### src/rtl/jk_pkg.sv
// Shared encodings for the JK bank arbiter: operation codes (J,K) and FSM states.
package jk_pkg;

  // Each op code is laid out as {J, K}, so the code drives the cell pins directly.
  typedef enum logic [1:0] {
    OP_HOLD   = 2'b00,
    OP_CLEAR  = 2'b01,
    OP_SET    = 2'b10,
    OP_TOGGLE = 2'b11
  } op_t;

  typedef enum logic [1:0] {
    S_IDLE  = 2'b00,
    S_DRIVE = 2'b01,
    S_DONE  = 2'b10
  } state_t;

endpackage

### src/rtl/jk_cell.sv
// Single JK flip-flop storage cell, rising-edge, cleared by async active-low reset.
module jk_cell (
  input  logic clk,
  input  logic reset,
  input  logic J,
  input  logic K,
  output logic Q
);

  // NOTE: sequential state uses non-blocking assignments so every flop samples pre-edge values.
  always_ff @(posedge clk or negedge reset) begin
    if (!reset) begin
      Q <= 1'b0;
    end else begin
      case ({J, K})
        2'b01:   Q <= 1'b0;
        2'b10:   Q <= 1'b1;
        2'b11:   Q <= ~Q;
        default: Q <= Q;
      endcase
    end
  end

endmodule

### src/rtl/jk_bank_arbiter.sv
// Round-robin arbiter that applies one requester's JK operation to one cell of
// a bank of N JK flip-flops, sequencing IDLE -> DRIVE -> DONE.
module jk_bank_arbiter
  import jk_pkg::*;
#(
  parameter int N     = 4,
  parameter int IDX_W = 2
) (
  input  logic             clk,
  input  logic             reset,
  input  logic             req0,
  input  logic [1:0]       op0,
  input  logic [IDX_W-1:0] idx0,
  input  logic             req1,
  input  logic [1:0]       op1,
  input  logic [IDX_W-1:0] idx1,
  output logic             gnt0,
  output logic             gnt1,
  output logic             busy,
  output logic             done,
  output logic             err,
  output logic [N-1:0]     q
);

  localparam logic [IDX_W:0] N_LIM = (IDX_W + 1)'(N);

  state_t           state;
  op_t              op_q;
  logic [IDX_W-1:0] idx_q;
  logic             bad_q;
  logic             last_winner;

  logic             take0;
  logic             take1;
  logic [IDX_W-1:0] sel_idx;
  op_t              sel_op;
  logic             sel_bad;

  logic [N-1:0]     cell_j;
  logic [N-1:0]     cell_k;

  // On a tie the requester that did not win last time is served.
  always_comb begin
    take0   = req0 && (!req1 || last_winner);
    take1   = req1 && !take0;
    sel_idx = take0 ? idx0 : idx1;
    sel_op  = take0 ? op_t'(op0) : op_t'(op1);
    sel_bad = ({1'b0, sel_idx} >= N_LIM);
  end

  always_ff @(posedge clk or negedge reset) begin
    if (!reset) begin
      state       <= S_IDLE;
      op_q        <= OP_HOLD;
      idx_q       <= '0;
      bad_q       <= 1'b0;
      last_winner <= 1'b1;
      gnt0        <= 1'b0;
      gnt1        <= 1'b0;
      busy        <= 1'b0;
      done        <= 1'b0;
      err         <= 1'b0;
    end else begin
      gnt0 <= 1'b0;
      gnt1 <= 1'b0;
      done <= 1'b0;
      err  <= 1'b0;
      case (state)
        S_IDLE: begin
          if (take0 || take1) begin
            op_q  <= sel_op;
            idx_q <= sel_idx;
            bad_q <= sel_bad;
            gnt0  <= take0;
            gnt1  <= take1;
            busy  <= 1'b1;
            state <= S_DRIVE;
            if (req0 && req1) last_winner <= take1;
          end
        end
        S_DRIVE: begin
          done  <= 1'b1;
          err   <= bad_q;
          state <= S_DONE;
        end
        S_DONE: begin
          busy  <= 1'b0;
          state <= S_IDLE;
        end
        default: begin
          busy  <= 1'b0;
          state <= S_IDLE;
        end
      endcase
    end
  end

  // Only the latched cell sees the op's J/K, and only for the DRIVE cycle.
  always_comb begin
    // NOTE: defaults first so no path through this block leaves a signal unassigned (no latch).
    cell_j = '0;
    cell_k = '0;
    if (state == S_DRIVE && !bad_q) begin
      for (int i = 0; i < N; i++) begin
        if (idx_q == IDX_W'(i)) begin
          cell_j[i] = op_q[1];
          cell_k[i] = op_q[0];
        end
      end
    end
  end

  for (genvar i = 0; i < N; i++) begin : g_cell
    jk_cell u_cell (
      .clk   (clk),
      .reset (reset),
      .J     (cell_j[i]),
      .K     (cell_k[i]),
      .Q     (q[i])
    );
  end

endmodule

### config.mk
export PLATFORM = sky130hd
export DESIGN_NAME = jk_bank_arbiter
export DESIGN_NICKNAME = d
export VERILOG_FILES = /design/src/rtl/jk_pkg.sv /design/src/rtl/jk_cell.sv /design/src/rtl/jk_bank_arbiter.sv
export SDC_FILE = /design/constraint.sdc
export NUM_CORES = 1
export LEC_CHECK = 0
export CELL_PAD_IN_SITES_DETAIL_PLACEMENT = 1
export CELL_PAD_IN_SITES_GLOBAL_PLACEMENT = 1
export CORE_UTILIZATION = 31
export DETAILED_ROUTE_END_ITERATION = 10
export PLACE_DENSITY = 0.73
export REMOVE_ABC_BUFFERS = 1
export SYNTH_ARGS = -nofsm -noshare
export SYNTH_HDL_FRONTEND = slang
export SYNTH_SLANG_ARGS = --single-unit
### constraint.sdc
create_clock -name clk -period 1.08 [get_ports clk]
set_input_delay 0.324 -clock clk [delete_from_list [all_inputs] [get_ports clk]]
set_output_delay 0.324 -clock clk [all_outputs]
set_load 0.02 [all_outputs]
==> out/results.ini, run 1 <==
[pwr]
finalPower_mw=3.110
ir_drop_v=0.001041
power_frac_seq_pct=36.8
leakagePower_nw=0.5032
switchingPower_mw=1.168
p_clk_share_pct=9.8
p_comb_share_pct=53.3
p_sw_share_pct=37.54
internal_power_mw=1.943
power_density_nw_per_um2=2762

[routing]
dr.pass1.iters=2
drc_errors=0
vias_per_cell=4.969
ant_nets=0
vias=631
drtIter0Drc=6
wire_per_inst_um=13.43
routed_wl_um=1705

[die]
io_pins=21
die_w_um=50.76
num_rows=17
dieArea_sq_um=2576
fp.dieH_um=50.76
coreArea_sq_um=2233
initial_core_util_pct=33.00

[clock_tree]
worstSkewPairLatency_ns=0.28
numCtsBuffers=3
cts_num_sinks=15
cts-root-buf=clkbuf_4
clockBufferDepth=2
cts_tree=built
clk_pin_slew_ns=0.09
htreeDepth=1

[synth]
syn_inst=65
syn_area_sq_um=737.0
yosysTopAreaCellShare_pct=47.54
synth_warnings=0
synth_area_leaders=dfrtp_1 48%, a21oi_1 5.4%, a31oi_2 5.1%, buf_4 5.1%, dfstp_2 3.6%
synth_seq_area_share_pct=51.10
ys_ff_latch=15
synth_cell_types=25
synth_largest_area_cell=dfrtp_1
avgSynthCellArea_sq_um=11.34

[sta]
setup_violations=16
drv_slew=0
finalClockSkew_ns=0.008885
min_period_ns=1.193
rsz0062_at_grt=yes
hold_viol=0
post-route-period-util_pct=110.5
fmax_mhz=838.2
whs_ns=0.3736
worst_slack_ns=-0.1130

[critical_path]
arrival_ns=1.39
critPathMaxFanout=6
rr_startpoint=state[1]
critPathKind=register to register
end_kind=register
crit_start=state[1]
cp-start-kind=register
critPathRequiredTime_ns=1.27

[global_route]
grt_pass1_vias=659
grt_usage_pct=14.90
grt_pass1_wl_um=2753
grt_max_degree=16
antenna_found_initial=0
gr-total-overflow=0

[finish]
final_area_sq_um=1126
postLayoutCoreUtil_pct=50.42
layout_commonest_cell=buf_4
antennaDiodeCount=0
drive_above_1_share_pct=42.42
syn_to_final_growth_pct=52.80
nNetsFinal=112
layout_common_cells=15 x buf_4, 14 x dfrtp_1, 9 x clkdlybuf4s50_1, 9 x buf_6, 8 x a21oi_1

[placed_design]
hpwl_um=1388
routabilityCongestion=0.7159
pre_cts_slack_ns=-0.4896
portBuffers=19
place_area_sq_um=1023

[outcome]
outcome=complete, but fails checks
violations=negative setup slack

[min_path]
hold_class=input pin to asynchronous set/reset pin

[flow_run]
maxCapViolCount=0

layout make-up:
| cell class | count | area (sq um) |
|---|---|---|
| sequential | 15 | 376.6 |
| clock buffer | 4 | 26.28 |
| tap | 28 | 35.03 |
| inverter | 2 | 7.507 |
| timing repair buffer | 36 | 341.6 |
| multi-input combinational | 42 | 339.1 |
| fill | 262 | 1107 |
synthesized netlist by cell type:
cell type   n
a21o_1      1
a21oi_1     8
a31oi_1     4
a31oi_2     3
a31oi_4     1
and2_4      1
and3_1      2
and4b_1     1
and4bb_1    2
buf_4       5
buf_6       1
conb_1      1
dfrtp_1    14
dfstp_2     1
inv_1       2
nand2_1     1
nand2b_1    1
nand3_1     4
nor2_2      1
nor2b_1     3
nor3_1      1
nor4b_2     1
o21ai_0     4
or2_4       1
xor2_1      1
per-layer routing:
metal	vias to the layer above	global-route usage [%]	part of all wire (%)
li1	300	-	-
met1	315	13.91	38
met2	16	30.89	59
met3	0	2.727	3.3
met4	0	5.556	0
met5	-	0	0
cells by family (layout without fill, tap and decap cells):
family          Yosys count  in the layout  share of synthesized area [%]
simple gates             19             19                          19.01
buf+inv                   8             42                          7.641
flops                    15             15                          51.10
other cells               1              1                         0.5088
compound gates           21             21                          20.54
xor+xnor                  1              1                          1.189
flip-flops by register name, indices dropped and copies added (netlist names):
signal	count
op_q	2
idx_q	2
g_cell.u_cell.Q	4
last_winner	1
gnt0	1
state	2
busy	1
done	1
gnt1	1
power groups by stage:
stage          clock [mW]  sequential [mW]  combinational [mW]
4_1_cts             0.329             1.13                1.56
5_1_grt             0.343             1.19                1.79
2_1_floorplan           0             1.23               0.563
3_5_place_dp            0             1.11                1.47
6_report            0.306             1.15                1.66
3_3_place_gp            0             1.08                1.41
critical path, cell delays in order, from the launching register on:
cell and delay [ns]:
dfrtp_1 0.44, buf_6 0.15, nor4b_4 0.27, a21oi_1 0.10, a31oi_1 0.14
what timing repair did:
item | CTS | global route
pin swaps | 5 | 4
setup buffers | 2 | 2
setup endpoints to repair | 21 | 20
cloned | 0 | 0
hold buffers | 0 | 0
gates resized for setup | 51 | 9
final timing paths:
kind | to | cells after the start | slack (ns)
worst min register to register | last_winner | 1 | 0.54
worst min-delay path | g_cell[2].u_cell.Q | 2 | 0.37
min in group clk | last_winner | 1 | 0.54
worst max register to register | g_cell[0].u_cell.Q | 4 | -0.11
worst max-delay path | g_cell[0].u_cell.Q | 4 | -0.11
max in group asynchronous | last_winner | 2 | 0.50
per-stage QoR:
stage / instances / TNS (ns)
final: 127 / -0.7331
after global routing: 127 / -1.533
after CTS: 125 / -1.205
after detailed placement: 119 / -5.001
after global placement: 119 / -4.409
after floorplan: 59 / -0.001957
(Power assumes the default switching activity.)
==> run 2, diff against run 1 <==
- MAX_ROUTING_LAYER: unset -> met4
==> out/results.ini, run 2 (synthesis gave the netlist of run 1 again) <==
[critical_path]
r2r_setup_slack_ns=-0.11
critPathMaxFanout=6
slowest_delay_ns=0.44
end_kind=register
r2r_end=g_cell[0].u_cell.Q
arrival_ns=1.39
ff2ff_path_depth=4
cp_slowest_cell=dfrtp_1
critPathRequiredTime_ns=1.27
critPathBufInv=1
rr_startpoint=state[1]
critPathKind=register to register
cp-start-kind=register
path_delay_family=flip-flops
crit_chain=buf_6, nor4b_4, a21oi_1, a31oi_1

[routing]
vias_per_cell=4.906
drc_errors=0
vias=623
dr.pass1.iters=3
drtIter0Drc=7
ant_nets=0
routed_wl_um=1704
wire_per_inst_um=13.42

[finish]
regMostFlops=g_cell.u_cell.Q
seq_area_sq_um=376.6
layout_commonest_cell=buf_4
instances_no_fill=127
n_fill_cell=262
final_area_sq_um=1126
multi_input_area_sq_um=339.1
largest_register_ffs=4
syn_to_final_growth_pct=52.80
nNetsFinal=112
antennaDiodeCount=0
layout_common_cells=15 x buf_4, 14 x dfrtp_1, 9 x clkdlybuf4s50_1, 9 x buf_6, 8 x a21oi_1
drive_above_1_share_pct=42.42

[sta]
rsz0062_at_grt=yes
fmax_mhz=838.6
hold_viol=0
tns_ns=-0.7296
post-route-period-util_pct=110.4
worst_slack_ns=-0.1125
finalClockSkew_ns=0.008971
drv_slew=0
setup_violations=16
min_period_ns=1.193

[placed_design]
portBuffers=19
dp.cells=119
place_area_sq_um=1023
hpwl_um=1388
pre_cts_slack_ns=-0.4896
routabilityCongestion=0.7242

[pwr]
power_density_nw_per_um2=2762
internal_power_mw=1.943
p_sw_share_pct=37.55
power_frac_seq_pct=36.8
p_clk_share_pct=9.8
leakagePower_nw=0.5032
finalPower_mw=3.110
p_comb_share_pct=53.3
ir_drop_v=0.001040
switchingPower_mw=1.168

[die]
fp.dieH_um=50.76
die_w_um=50.76
coreArea_sq_um=2233
initial_core_util_pct=33.00
num_rows=17
dieArea_sq_um=2576
io_pins=21

[global_route]
gr-total-overflow=0
antenna_found_initial=0
grt_usage_pct=15.45
grt_max_degree=16
grt_pass1_wl_um=2773
grt_pass1_vias=651

[clock_tree]
cts_num_sinks=15
clk_pin_slew_ns=0.09
numCtsBuffers=3
worstSkewPairLatency_ns=0.28
cts_tree=built
clockBufferDepth=2
htreeDepth=1
cts-root-buf=clkbuf_4

[outcome]
violations=negative setup slack
outcome=complete, but fails checks

[min_path]
hold_class=input pin to asynchronous set/reset pin

[flow_run]
maxCapViolCount=0

run 2: cell counts in the layout (fill, tap and decap cells not counted):
Identical to the previous run, type by type.
run 2: metal layers:
layer	track usage, %	part of all wire, %	vias up
met1	14.29	38	307
met3	2.727	3.4	0
met5	-	0	-
met4	5.556	0	0
met2	30.89	59	16
li1	-	-	300
run 2: final cells by class:
| class | instances | share of cell area, % |
|---|---|---|
| clock buffers | 4 | 2.333 |
| inverters | 2 | 0.6667 |
| repair buffers | 36 | 30.33 |
| multi-input cells | 42 | 30.11 |
| well taps | 28 | 3.111 |
| flip-flops and latches | 15 | 33.44 |
run 2: what timing repair did:
item / in CTS / in global routing
setup endpoints to repair: 21 / 20
buffers inserted: 2 / 2
endpoints found under the hold margin: 0 / 0
gates resized for setup: 51 / 9
pin swaps: 5 / 4
hold buffers: 0 / 0
run 2: power groups by stage:
stage	registers, mW	logic (mW)	clock network (mW)
after global routing	1.19	1.79	0.343
after CTS	1.13	1.56	0.329
after floorplan	1.23	0.563	0
after global placement	1.08	1.41	0
final	1.15	1.66	0.306
after detailed placement	1.11	1.47	0
run 2: worst reg2reg max path: stages, from the launching register on:
cell and delay, ns:
dfrtp_1 0.44, buf_6 0.16, nor4b_4 0.28, a21oi_1 0.10, a31oi_1 0.14
run 2: stage by stage:
step | hold slack [ns] | util, %
global route | 0.3674 | 50.42
detailed placement | 0.5223 | 45.83
finish | 0.3737 | 50.42
floorplan | 0.02841 | -
global placement | 0.5218 | 45.83
CTS | 0.3683 | 48.35
run 2: how the worst max path moves through the flow:
| stage | start | endpoint | slack [ns] | depth (start not counted) |
|---|---|---|---|---|
| floorplan | state[1] | idx_q[0] | -0.002 | 3 |
| global route | state[1] | g_cell[1].u_cell.Q | -0.19 | 4 |
| finish | state[1] | g_cell[0].u_cell.Q | -0.11 | 4 |
| detailed placement | req1 | idx_q[0] | -0.49 | 5 |
| CTS | state[1] | idx_q[1] | -0.11 | 3 |
| global placement | req1 | busy | -0.41 | 4 |
